`config.mk`:
```
export PLATFORM = sky130hd
export DESIGN_NAME = dbg_bridge_uart_host
export DESIGN_NICKNAME = d
export VERILOG_FILES = /design/src/rtl/dbg_bridge_pkg.sv /design/src/rtl/dbg_bridge_tmo.sv /design/src/rtl/dbg_bridge_uart_host.sv
export SDC_FILE = /design/constraint.sdc
export NUM_CORES = 1
export LEC_CHECK = 0
export ABC_AREA = 1
export BUFFER_PORTS_ARGS = -buffer_cell sky130_fd_sc_hd__buf_2
export CORE_UTILIZATION = 56
export DETAILED_ROUTE_END_ITERATION = 10
export PLACE_DENSITY = 0.81
export SYNTH_ARGS = -nofsm -noshare
export SYNTH_HDL_FRONTEND = slang
export SYNTH_SLANG_ARGS = --single-unit
```
`constraint.sdc`:
```
create_clock -name AClkH -period 5.3 [get_ports AClkH]
set_input_delay 1.59 -clock AClkH [delete_from_list [all_inputs] [get_ports AClkH]]
set_output_delay 1.59 -clock AClkH [all_outputs]
set_load 0.005 [all_outputs]
```
`src/rtl/dbg_bridge_pkg.sv`:
```
// Shared encodings for the debug UART bridge host.
// Holds the command kinds, control nibbles, protocol bytes, error codes,
// the host FSM state type and a helper that maps a command kind to its
// header control nibble.
package dbg_bridge_pkg;

  localparam logic [1:0] KIND_SYNC = 2'd0;
  localparam logic [1:0] KIND_WR   = 2'd1;
  localparam logic [1:0] KIND_RD   = 2'd2;
  localparam logic [1:0] KIND_TR   = 2'd3;

  localparam logic [3:0] CTRL_WR = 4'hC;
  localparam logic [3:0] CTRL_RD = 4'h8;
  localparam logic [3:0] CTRL_TR = 4'hD;

  localparam logic [7:0] BYTE_SYNC = 8'h55;
  localparam logic [7:0] BYTE_ACK  = 8'h00;
  localparam logic [7:0] BYTE_ATT  = 8'hAA;
  localparam logic [7:0] BYTE_ADC  = 8'h77;

  localparam logic [1:0] ERR_OK  = 2'd0;
  localparam logic [1:0] ERR_TMO = 2'd1;
  localparam logic [1:0] ERR_BAD = 2'd2;

  typedef enum logic [3:0] {
    ST_IDLE, ST_SYNC_TX, ST_SYNC_WAIT, ST_HDR_TX, ST_WR_DATA, ST_WR_ACK,
    ST_RD_ACK, ST_RD_DATA, ST_ADC_TS, ST_ADC_DATA, ST_DONE
  } state_t;

  function automatic logic [3:0] ctrl_nibble(input logic [1:0] kind);
    case (kind)
      KIND_WR: ctrl_nibble = CTRL_WR;
      KIND_RD: ctrl_nibble = CTRL_RD;
      default: ctrl_nibble = CTRL_TR;
    endcase
  endfunction

endpackage

```
`src/rtl/dbg_bridge_tmo.sv`:
```
// Reply timeout counter, counted in 1 kHz ticks.
// Ports: i_clk/i_rst (async, active-high), i_en clock enable, i_tick 1 kHz
// strobe, i_load reloads the counter, o_expired high while the count is 0.
// A LOAD of 0 disables expiry altogether.
module dbg_bridge_tmo #(
  parameter int unsigned LOAD = 100
) (
  input  logic i_clk,
  input  logic i_rst,
  input  logic i_en,
  input  logic i_tick,
  input  logic i_load,
  output logic o_expired
);

  localparam logic [9:0] LOAD_V = 10'(LOAD);

  logic [9:0] r_cnt;

  always_ff @(posedge i_clk or posedge i_rst) begin
    if (i_rst) begin
      r_cnt <= '0;
    end else if (i_en) begin
      if (i_load)
        r_cnt <= LOAD_V;
      else if (i_tick && (r_cnt != '0))
        r_cnt <= r_cnt - 10'd1;
    end
  end

  // The host only looks at this in receive states, which are always entered
  // with a reload, so the zero count after reset is harmless.
  assign o_expired = (LOAD_V != '0) && (r_cnt == '0);

endmodule

```
`src/rtl/dbg_bridge_uart_host.sv`:
```
// Host-side initiator for the debug UART bridge.
// Local side: ACmd* command handshake, AWr* write payload, ARd* read/ADC
// payload, ADone/AErr completion, AAtt*/AAdc* unsolicited frame events.
// Codec side: ATx* byte stream out (valid/ready), ARx* byte strobe in.
// AClkHEn freezes all state; AResetH is asynchronous, active-high.
module dbg_bridge_uart_host
  import dbg_bridge_pkg::*;
#(
  parameter int unsigned CTimeoutMs = 100
) (
  input  logic        AClkH,
  input  logic        AResetH,
  input  logic        AClkHEn,
  input  logic        ASync1K,
  input  logic        ACmdReq,
  input  logic [1:0]  ACmdKind,
  input  logic [11:0] ACmdAddr,
  input  logic [15:0] ACmdLen,
  output logic        ACmdAck,
  input  logic [7:0]  AWrData,
  input  logic        AWrValid,
  output logic        AWrReady,
  output logic [7:0]  ARdData,
  output logic        ARdValid,
  output logic        ARdAdc,
  output logic        ADone,
  output logic [1:0]  AErr,
  output logic        AAttEvt,
  output logic [39:0] AAdcTs,
  output logic        AAdcEvt,
  input  logic [15:0] AAdcBytes,
  output logic        ABusy,
  output logic [7:0]  ATxData,
  output logic        ATxValid,
  input  logic        ATxReady,
  input  logic [7:0]  ARxData,
  input  logic        ARxValid
);

  state_t      r_state, w_state;
  logic        r_tx_valid, w_tx_valid;
  logic [7:0]  r_tx_data, w_tx_data;
  logic [1:0]  r_idx, w_idx;
  logic [1:0]  r_kind, w_kind;
  logic [11:0] r_addr, w_addr;
  logic [15:0] r_len, w_len;
  logic [15:0] r_cnt, w_cnt;
  logic [39:0] r_ts, w_ts;
  logic [2:0]  r_ts_idx, w_ts_idx;
  logic [1:0]  r_err, w_err;
  logic [7:0]  r_rd_data, w_rd_data;
  logic        r_rd_valid, w_rd_valid;
  logic        r_rd_adc, w_rd_adc;
  logic        r_att, w_att;
  logic        r_adc_evt, w_adc_evt;
  logic        w_tmo_load, w_tmo_exp, w_wr, w_tx_fire;

  function automatic logic [7:0] hdr_byte(input logic [1:0] idx, input logic [1:0] kind,
                                          input logic [11:0] addr, input logic [15:0] len);
    case (idx)
      2'd0:    hdr_byte = {ctrl_nibble(kind), addr[11:8]};
      2'd1:    hdr_byte = addr[7:0];
      2'd2:    hdr_byte = len[7:0];
      default: hdr_byte = len[15:8];
    endcase
  endfunction

  dbg_bridge_tmo #(.LOAD(CTimeoutMs)) u_tmo (
    .i_clk     (AClkH),
    .i_rst     (AResetH),
    .i_en      (AClkHEn),
    .i_tick    (ASync1K),
    .i_load    (w_tmo_load),
    .o_expired (w_tmo_exp)
  );

  // Write payload bypasses the TX register so a byte costs no extra cycle.
  assign w_wr      = (r_state == ST_WR_DATA);
  assign ATxValid  = w_wr ? AWrValid : r_tx_valid;
  assign ATxData   = w_wr ? AWrData : r_tx_data;
  assign AWrReady  = w_wr & AWrValid & ATxReady;
  assign w_tx_fire = ATxValid & ATxReady;
  // A received byte in Idle wins over a command in the same cycle.
  assign ACmdAck   = AClkHEn & ACmdReq & ~ARxValid & (r_state == ST_IDLE);
  assign ADone     = (r_state == ST_DONE);
  assign ABusy     = (r_state != ST_IDLE);
  assign AErr      = r_err;
  assign ARdData   = r_rd_data;
  assign ARdValid  = r_rd_valid;
  assign ARdAdc    = r_rd_adc;
  assign AAttEvt   = r_att;
  assign AAdcEvt   = r_adc_evt;
  assign AAdcTs    = r_ts;

  always_ff @(posedge AClkH or posedge AResetH) begin
    if (AResetH) begin
      r_state    <= ST_IDLE;
      r_tx_valid <= 1'b0;
      r_tx_data  <= '0;
      r_idx      <= '0;
      r_kind     <= '0;
      r_addr     <= '0;
      r_len      <= '0;
      r_cnt      <= '0;
      r_ts       <= '0;
      r_ts_idx   <= '0;
      r_err      <= ERR_OK;
      r_rd_data  <= '0;
      r_rd_valid <= 1'b0;
      r_rd_adc   <= 1'b0;
      r_att      <= 1'b0;
      r_adc_evt  <= 1'b0;
    end else if (AClkHEn) begin
      r_state    <= w_state;
      r_tx_valid <= w_tx_valid;
      r_tx_data  <= w_tx_data;
      r_idx      <= w_idx;
      r_kind     <= w_kind;
      r_addr     <= w_addr;
      r_len      <= w_len;
      r_cnt      <= w_cnt;
      r_ts       <= w_ts;
      r_ts_idx   <= w_ts_idx;
      r_err      <= w_err;
      r_rd_data  <= w_rd_data;
      r_rd_valid <= w_rd_valid;
      r_rd_adc   <= w_rd_adc;
      r_att      <= w_att;
      r_adc_evt  <= w_adc_evt;
    end
  end

  always_comb begin
    w_state    = r_state;
    w_tx_valid = r_tx_valid;
    w_tx_data  = r_tx_data;
    w_idx      = r_idx;
    w_kind     = r_kind;
    w_addr     = r_addr;
    w_len      = r_len;
    w_cnt      = r_cnt;
    w_ts       = r_ts;
    w_ts_idx   = r_ts_idx;
    w_err      = r_err;
    w_rd_data  = r_rd_data;
    w_rd_valid = 1'b0;
    w_rd_adc   = 1'b0;
    w_att      = 1'b0;
    w_adc_evt  = 1'b0;
    w_tmo_load = 1'b0;
    case (r_state)
      ST_IDLE: begin
        if (ARxValid) begin
          if (ARxData == BYTE_ATT) begin
            w_att = 1'b1;
          end else if (ARxData == BYTE_ADC) begin
            w_state    = ST_ADC_TS;
            w_ts_idx   = '0;
            w_tmo_load = 1'b1;
          end
        end else if (ACmdReq) begin
          w_kind     = ACmdKind;
          w_addr     = ACmdAddr;
          w_len      = ACmdLen;
          w_cnt      = ACmdLen;
          w_err      = ERR_OK;
          w_idx      = '0;
          w_tx_valid = 1'b1;
          if (ACmdKind == KIND_SYNC) begin
            w_state   = ST_SYNC_TX;
            w_tx_data = BYTE_SYNC;
          end else begin
            w_state   = ST_HDR_TX;
            w_tx_data = hdr_byte(2'd0, ACmdKind, ACmdAddr, ACmdLen);
          end
        end
      end
      ST_SYNC_TX: begin
        if (w_tx_fire) begin
          w_tx_valid = 1'b0;
          w_state    = ST_SYNC_WAIT;
          w_tmo_load = 1'b1;
        end
      end
      ST_SYNC_WAIT: begin
        if (ARxValid) begin
          if (ARxData != BYTE_SYNC) w_err = ERR_BAD;
          w_state = ST_DONE;
        end else if (w_tmo_exp) begin
          w_err   = ERR_TMO;
          w_state = ST_DONE;
        end
      end
      ST_HDR_TX: begin
        if (w_tx_fire) begin
          w_idx = r_idx + 2'd1;
          if (r_idx != 2'd3) begin
            w_tx_data = hdr_byte(r_idx + 2'd1, r_kind, r_addr, r_len);
          end else begin
            w_tx_valid = 1'b0;
            if (r_kind == KIND_RD) begin
              w_state    = ST_RD_ACK;
              w_tmo_load = 1'b1;
            end else if (r_len != '0) begin
              w_state = ST_WR_DATA;
            end else if (r_kind == KIND_WR) begin
              w_state    = ST_WR_ACK;
              w_tmo_load = 1'b1;
            end else begin
              w_state = ST_DONE;
            end
          end
        end
      end
      ST_WR_DATA: begin
        if (w_tx_fire) begin
          w_cnt = r_cnt - 16'd1;
          if (r_cnt == 16'd1) begin
            if (r_kind == KIND_WR) begin
              w_state    = ST_WR_ACK;
              w_tmo_load = 1'b1;
            end else begin
              w_state = ST_DONE;
            end
          end
        end
      end
      ST_WR_ACK, ST_RD_ACK: begin
        if (ARxValid) begin
          if (ARxData != BYTE_ACK) begin
            w_err   = ERR_BAD;
            w_state = ST_DONE;
          end else if ((r_state == ST_RD_ACK) && (r_len != '0)) begin
            w_state    = ST_RD_DATA;
            w_tmo_load = 1'b1;
          end else begin
            w_state = ST_DONE;
          end
        end else if (w_tmo_exp) begin
          w_err   = ERR_TMO;
          w_state = ST_DONE;
        end
      end
      ST_RD_DATA: begin
        if (ARxValid) begin
          w_rd_valid = 1'b1;
          w_rd_data  = ARxData;
          w_cnt      = r_cnt - 16'd1;
          w_tmo_load = 1'b1;
          if (r_cnt == 16'd1) w_state = ST_DONE;
        end else if (w_tmo_exp) begin
          w_err   = ERR_TMO;
          w_state = ST_DONE;
        end
      end
      ST_ADC_TS: begin
        if (ARxValid) begin
          w_tmo_load = 1'b1;
          w_ts_idx   = r_ts_idx + 3'd1;
          // Timestamp is 40 bits; the top three bytes on the wire are padding.
          case (r_ts_idx)
            3'd0:    w_ts[7:0]   = ARxData;
            3'd1:    w_ts[15:8]  = ARxData;
            3'd2:    w_ts[23:16] = ARxData;
            3'd3:    w_ts[31:24] = ARxData;
            3'd4:    w_ts[39:32] = ARxData;
            default: ;
          endcase
          if (r_ts_idx == 3'd7) begin
            w_adc_evt = 1'b1;
            w_cnt     = AAdcBytes;
            w_state   = (AAdcBytes == '0) ? ST_IDLE : ST_ADC_DATA;
          end
        end else if (w_tmo_exp) begin
          w_state = ST_IDLE;
        end
      end
      ST_ADC_DATA: begin
        if (ARxValid) begin
          w_rd_valid = 1'b1;
          w_rd_adc   = 1'b1;
          w_rd_data  = ARxData;
          w_cnt      = r_cnt - 16'd1;
          w_tmo_load = 1'b1;
          if (r_cnt == 16'd1) w_state = ST_IDLE;
        end else if (w_tmo_exp) begin
          w_state = ST_IDLE;
        end
      end
      ST_DONE: w_state = ST_IDLE;
      default: w_state = ST_IDLE;
    endcase
  end

endmodule

```
==> impl_metrics.yaml, run 1 <==
status:
  outcome: "complete, no violations"
pwr:
  leakage_nw: 4.44
  max-vdd-ir-drop_v: 0.000271
  power.density_mw_per_mm2: 557
  fin_total_pwr_w: 0.00470
cts:
  clockRootBuffer: "clkbuf_16"
  post_cts_buffers: 0
  clock-sinks: 128
  cts_tree: "built"
  numCtsBuffers: 17
  path_clk_slew_ns: 0.06
  htree_num_levels: 4
  cts_max_path_buffers: 2
  clk_latency_ns: 0.43
  hold_buffers: 0
  cts-resized-gates: 0
synthesis:
  async_flop_share_pct: 100
  ys_ff_latch: 128
  ys_top_cells_by_area: "dfrtp_1 46%, nand2_1 14%, o21ai_0 7.0%"
  synth_area_mm2: 0.00704
  synth_seq_area_share_pct: 45.5
  synth-edff-count: 0
  synth_commonest_cells: "259 x nand2_1, 128 x dfrtp_1, 112 x inv_1"
  synth_area_per_cell_um2: 7.66
  synth_fp_nets: 1007
  yosys_warnings: 0
  yosysTopAreaCell: "dfrtp_1"
  synth_most_common_cell: "nand2_1"
  synth_top_area_share_pct: 45.5
  yosys.cell_types.count: 44
  syn_inst: 919
  synthFlopType: "dfrtp_1"
route:
  wirelength_mm: 18.8
  vias_per_cell: 5.50
  postRouteAntennaNets: 0
  vias: 6781
  drt_iter0_markers: 564
  drcViolationCount: 0
  wire_per_inst_um: 15.3
  dr.pass1.iters: 5
cells_and_area:
  synthToLayoutAreaGrowth_pct: 19.8
  nNetsFinal: 1140
  n_antenna_cell: 0
  drive_gt1_share_pct: 18.9
  utilization_pct: 69.6
placed_design:
  place.gp.congestion: 0.951
  place_hpwl_mm: 13.9
  io_buffers: 136
worst_setup_path:
  crit_arrival_ns: 2.70
  crit_path_start_kind: "input port"
  critPathCaptureType: "output pin"
  critPathKind: "in -> out"
  required_ns: 3.71
  cp_max_fo: 21
sta:
  min_period_ns: 4.29
  worst_pin_slew_ns: 1.09
  finalMaxSlewViolations: 0
  rsz0062_at_grt: "no"
  timing.final.crit_share_pct: 81.0
  slew-limit-headroom_pct: 27.1
  final.setup.tns_ns: 0
  finClkSkew_ns: 0.0102
  finalSetupViolations: 0
  max_freq_ghz: 0.233
  hold_viol: 0
floorplan:
  num_rows: 40
  core_mm2: 0.0121
  pin_count: 137
  die_w_um: 114
  start_util_pct: 58.1
  fp.dieH_um: 114
  dieArea_mm2: 0.0130
global_route:
  track_usage_pct: 30.5
  grt_max_degree: 67
  grt_pass1_vias: 6232
  grtUsageMet2_pct: 47.1
  use_met3_pct: 5.72
  met1_usage_pct: 42.2
  grt-busiest-layer: "met2"
  overflow: 0
  grt_pass1_wl_mm: 30.8
  antenna_found_initial: 0
run:
  max_cap_viol_count: 0
worst_hold_path:
  hp-class: "reg -> reg"
## worst max-delay path, cell delays in order
cell     delay (ns)
buf_2          0.25
inv_1          0.19
nor3_1         0.20
nand2_1        0.07
buf_4          0.21
inv_1          0.09
buf_2          0.11
## metrics by stage
stage	setup slack, ns	hold slack, ns	std cells	cell area (um2)
detailed placement	1.04	0.456	1201	7840
finish	1.01	0.465	1233	8430
global route	0.913	0.482	1233	8430
CTS	1.03	0.469	1233	8430
floorplan	0.297	0.434	919	7040
global placement	1.05	0.448	1201	7840
## cells by family (layout without fill, tap and decap cells)
family                     Yosys count  in the layout  share of synthesized area, %
buffers and inverters              145            291                          8.28
xor gates and xnor gates             9              9                          1.12
AOI/OAI and AO/OA                  178            178                          14.2
DFF                                128            128                          45.5
muxes                                8              8                          1.14
adders and majority gates           18             18                          3.20
and+or+nand+nor                    433            433                          26.5
## worst paths after layout
| check | start | end | slack, ns | depth (start not counted) |
|---|---|---|---|---|
| setup reg to reg | r_state[1] | u_tmo.r_cnt[5] | 2.58 | 12 |
| hold reg to reg | r_cnt[13] | r_cnt[13] | 0.46 | 2 |
| max in group asynchronous | AResetH | u_tmo.r_cnt[1] | 3.20 | 3 |
| setup / recovery | AClkHEn | ACmdAck | 1.01 | 7 |
| hold / removal | r_cnt[13] | r_cnt[13] | 0.46 | 2 |
| min in group asynchronous | AResetH | r_idx[1] | 1.29 | 2 |
## cells in the final DEF, fill, tap and decap left out, drive strengths merged, types with 3 or more instances in the layout
| cell type | instances |
|---|---|
| nand2 | 270 |
| buf | 139 |
| dfrtp | 128 |
| inv | 126 |
| o21ai | 117 |
| nor2 | 78 |
| nand3 | 53 |
| a21oi | 23 |
| clkbuf | 19 |
| ha | 18 |
| nand4 | 13 |
| nor3 | 12 |
| o211ai | 11 |
| xor2 | 8 |
| mux2i | 8 |
| o22ai | 6 |
| o31ai | 4 |
| o221ai | 4 |
| a22oi | 4 |
| nand3b | 3 |
| clkinv | 3 |
## where the power goes
part / internal [W] / leakage [nW] / switching (W)
combinational: 0.000685 / 2.50 / 0.00120
sequential: 0.00136 / 1.66 / 0.000278
clock: 0.000715 / 0.287 / 0.000464
## per-layer routing
layer	share of wire (%)	vias up	routed length (um)
li1	-	3256	-
met1	44	3164	8380
met2	45	313	8440
met3	8.0	48	1500
met4	2.7	0	516
met5	0	-	0
## state kept, by name, indices dropped and copies added, names as in the netlist, 3 cells and up
name	cells
r_tx_data	8
r_cnt	16
AAdcTs	40
r_ts_idx	3
u_tmo.r_cnt	10
r_addr	12
ARdData	8
r_len	16
r_state	4
## cell type report
type	count	area [um2]
multi-input combinational	646	3250
clock inverter	13	153
timing repair buffer	139	716
tap	168	210
inverter	120	458
sequential	128	3200
fill	1031	3680
clock buffer	19	443
Note: power is estimated with default switching activity, not from simulation.
==> run 2: changes to the inputs <==
--- a/config.mk
+++ b/config.mk
@@ -5,7 +5,7 @@
 export SDC_FILE = /design/constraint.sdc
 export NUM_CORES = 1
 export LEC_CHECK = 0
-export ABC_AREA = 1
+export ABC_AREA = 0
 export BUFFER_PORTS_ARGS = -buffer_cell sky130_fd_sc_hd__buf_2
 export CORE_UTILIZATION = 56
 export DETAILED_ROUTE_END_ITERATION = 10
==> constraint.sdc (replaced) <==
create_clock -name AClkH -period 4.3 [get_ports AClkH]
set_input_delay 1.29 -clock AClkH [delete_from_list [all_inputs] [get_ports AClkH]]
set_output_delay 1.29 -clock AClkH [all_outputs]
set_load 0.005 [all_outputs]
==> run 2 against run 1 <==
Compared with the run above: routed wire length increased by 6.5%; flip-flop and latch count unchanged; count of clock-buffer cells in the layout increased by 4; sequential power increased by 34%; cell count decreased by 19%; critical path type is now reg -> out.
==> impl_metrics.yaml, run 2 <==
worst_setup_path:
  r2r_cells: 6
  required_ns: 3.01
  critPathCaptureType: "output pin"
  crit_path_start_kind: "flop"
  crit_arrival_ns: 2.49
  startpoint: "r_state[2]"
  critPathKind: "reg -> out"
  reg2reg_from: "r_state[2]"
  cp_max_fo: 21
cells_and_area:
  layout.cells.non_filler: 999
  drive_gt1_share_pct: 32.5
  fillers: 876
  mostFrequentLayoutCell: "buf_2"
  largest_register_ffs: 40
  synthToLayoutAreaGrowth_pct: 20.1
  nNetsFinal: 906
  final_cell_mix: "136 x buf_2, 128 x dfrtp_1, 88 x nand2_1"
  final_area_mm2: 0.00839
  n_antenna_cell: 0
placed_design:
  placed_cell_area_mm2: 0.00778
  io_buffers: 136
  place.gp.congestion: 0.993
  place_inst: 967
  place_hpwl_mm: 14.4
  post-place-ws_ns: 0.856
global_route:
  met1_usage_pct: 41.3
  overflow: 0
  track_usage_pct: 32.7
  use_met3_pct: 9.72
  grtUsageMet2_pct: 51.5
  antenna_found_initial: 0
  grt_pass1_vias: 6060
  grt-busiest-layer: "met2"
  grt_max_degree: 129
  grt_pass1_wl_mm: 32.0
cts:
  cts_max_path_buffers: 2
  numCtsBuffers: 17
  hold_buffers: 0
  clockRootBuffer: "clkbuf_16"
  clock-sinks: 128
  cts_tree: "built"
  post_cts_buffers: 0
  clk_latency_ns: 0.43
  htree_num_levels: 4
  path_clk_slew_ns: 0.06
  cts-resized-gates: 0
route:
  drcViolationCount: 0
  vias_per_cell: 6.25
  wirelength_mm: 20.1
  vias: 6244
  wire_per_inst_um: 20.1
  dr.pass1.iters: 6
  drt_iter0_markers: 497
  postRouteAntennaNets: 0
pwr:
  power.net_switching_w: 0.00218
  p_clk_share_pct: 25.5
  internal-power_w: 0.00367
  max-vdd-ir-drop_v: 0.000509
  fin_total_pwr_w: 0.00585
  leakage_nw: 3.91
  seqPwrFrac_pct: 37.7
  switching_share_pct: 37.2
  combPwrFrac_pct: 36.8
  power.density_mw_per_mm2: 697
synthesis:
  async_flop_share_pct: 100
  yosysTopAreaCell: "dfrtp_1"
  synth_area_per_cell_um2: 10.0
  synth_area_mm2: 0.00699
  synthFlopType: "dfrtp_1"
  syn_inst: 696
  yosys_warnings: 0
  ys_ff_latch: 128
  synth_fp_nets: 784
  yosys.cell_types.count: 75
  ys_top_cells_by_area: "dfrtp_1 46%, mux2_2 12%, nand2_1 4.7%"
  synth_commonest_cells: "128 x dfrtp_1, 88 x nand2_1, 77 x mux2_2"
  synth-edff-count: 0
  synth_top_area_share_pct: 45.8
  synth_most_common_cell: "dfrtp_1"
  synth_seq_area_share_pct: 45.8
floorplan:
  pin_count: 137
  start_util_pct: 57.9
  dieArea_mm2: 0.0129
  fp.dieH_um: 114
  die_w_um: 114
  num_rows: 40
  core_mm2: 0.0121
sta:
  final.setup.tns_ns: 0
  max_freq_ghz: 0.265
  setup_slack_ns: 0.525
  worst_pin_slew_ns: 0.974
  timing.final.crit_share_pct: 87.8
  slew-limit-headroom_pct: 34.8
  finClkSkew_ns: 0.00667
  rsz0062_at_grt: "no"
  min_period_ns: 3.78
  finalMaxSlewViolations: 0
  hold_viol: 0
  finalSetupViolations: 0
status:
  outcome: "complete, no violations"
worst_hold_path:
  hp-class: "reg -> reg"
  worstHoldStart: "r_tx_data[1]"
  holdPathStages: 2
run:
  max_cap_viol_count: 0
-- run 2: changes by cell type after synthesis, sizes merged, moves of 8 or more --
cell / delta
nand3: -40
nor4: +15
or3: +9
mux2: +77
o21ai: -55
inv: -94
or4: +8
xor2: -8
nand2: -181
clkbuf: +11
nor2: -50
a21oi: +10
-- run 2: path summary, 6_finish.rpt --
check,end,slack (ns)
max,ATxData[2],0.52
min,r_tx_data[1],0.48
max reg2reg,r_state[3],0.93
min reg2reg,r_tx_data[1],0.48
max in group asynchronous,r_tx_data[3],2.75
min in group asynchronous,AAdcTs[20],1.03
-- run 2: area by class of cell --
cell class                      instances  area, um2  area share (%)
Timing Repair Buffer                  144        753            8.98
Inverter                               27        105            1.25
Tap cell                              168        210            2.50
Multi-Input combinational cell        500       3510            41.9
Clock buffer                           23        478            5.70
Sequential cell                       128       3200            38.2
Clock inverter                          9        130            1.55
-- run 2: power by group through the flow --
stage | sequential (W) | clock, W | combinational [W]
floorplan | 0.00204 | 0 | 0.00149
global placement | 0.00216 | 0 | 0.00203
detailed placement | 0.00219 | 0 | 0.00212
CTS | 0.00219 | 0.00150 | 0.00213
global route | 0.00226 | 0.00155 | 0.00238
finish | 0.00220 | 0.00149 | 0.00215
-- run 2: per-stage QoR --
step | hold WS [ns] | utilization, %
finish | 0.485 | 69.6
global route | 0.512 | 69.6
CTS | 0.488 | 69.6
detailed placement | 0.476 | 64.5
global placement | 0.469 | 64.5
floorplan | 0.448 | -
-- run 2: cells by family (layout without fill, tap and decap cells) --
kind of cell | Yosys count | in the layout | synth area share, %
AND/OR/NAND/NOR | 225 | 225 | 17.0
AO/OA/AOI/OAI | 172 | 172 | 16.2
adder cells (fa/ha/maj) | 19 | 19 | 3.37
flip-flops | 128 | 128 | 45.8
multiplexers | 83 | 83 | 13.3
buffers and inverters | 68 | 203 | 4.15
XOR/XNOR | 1 | 1 | 0.125
-- run 2: critical path, cell delays in order (launching register included) --
cell     delay [ns]
dfrtp_1        0.80
nor4b_4        0.92
nand2_1        0.14
nand2_1        0.09
buf_2          0.11
-- run 2: metal layers --
metal	vias up	wire length, um
met2	354	9450
met5	-	0
li1	2831	-
met4	0	720
met3	60	1930
met1	2999	7970
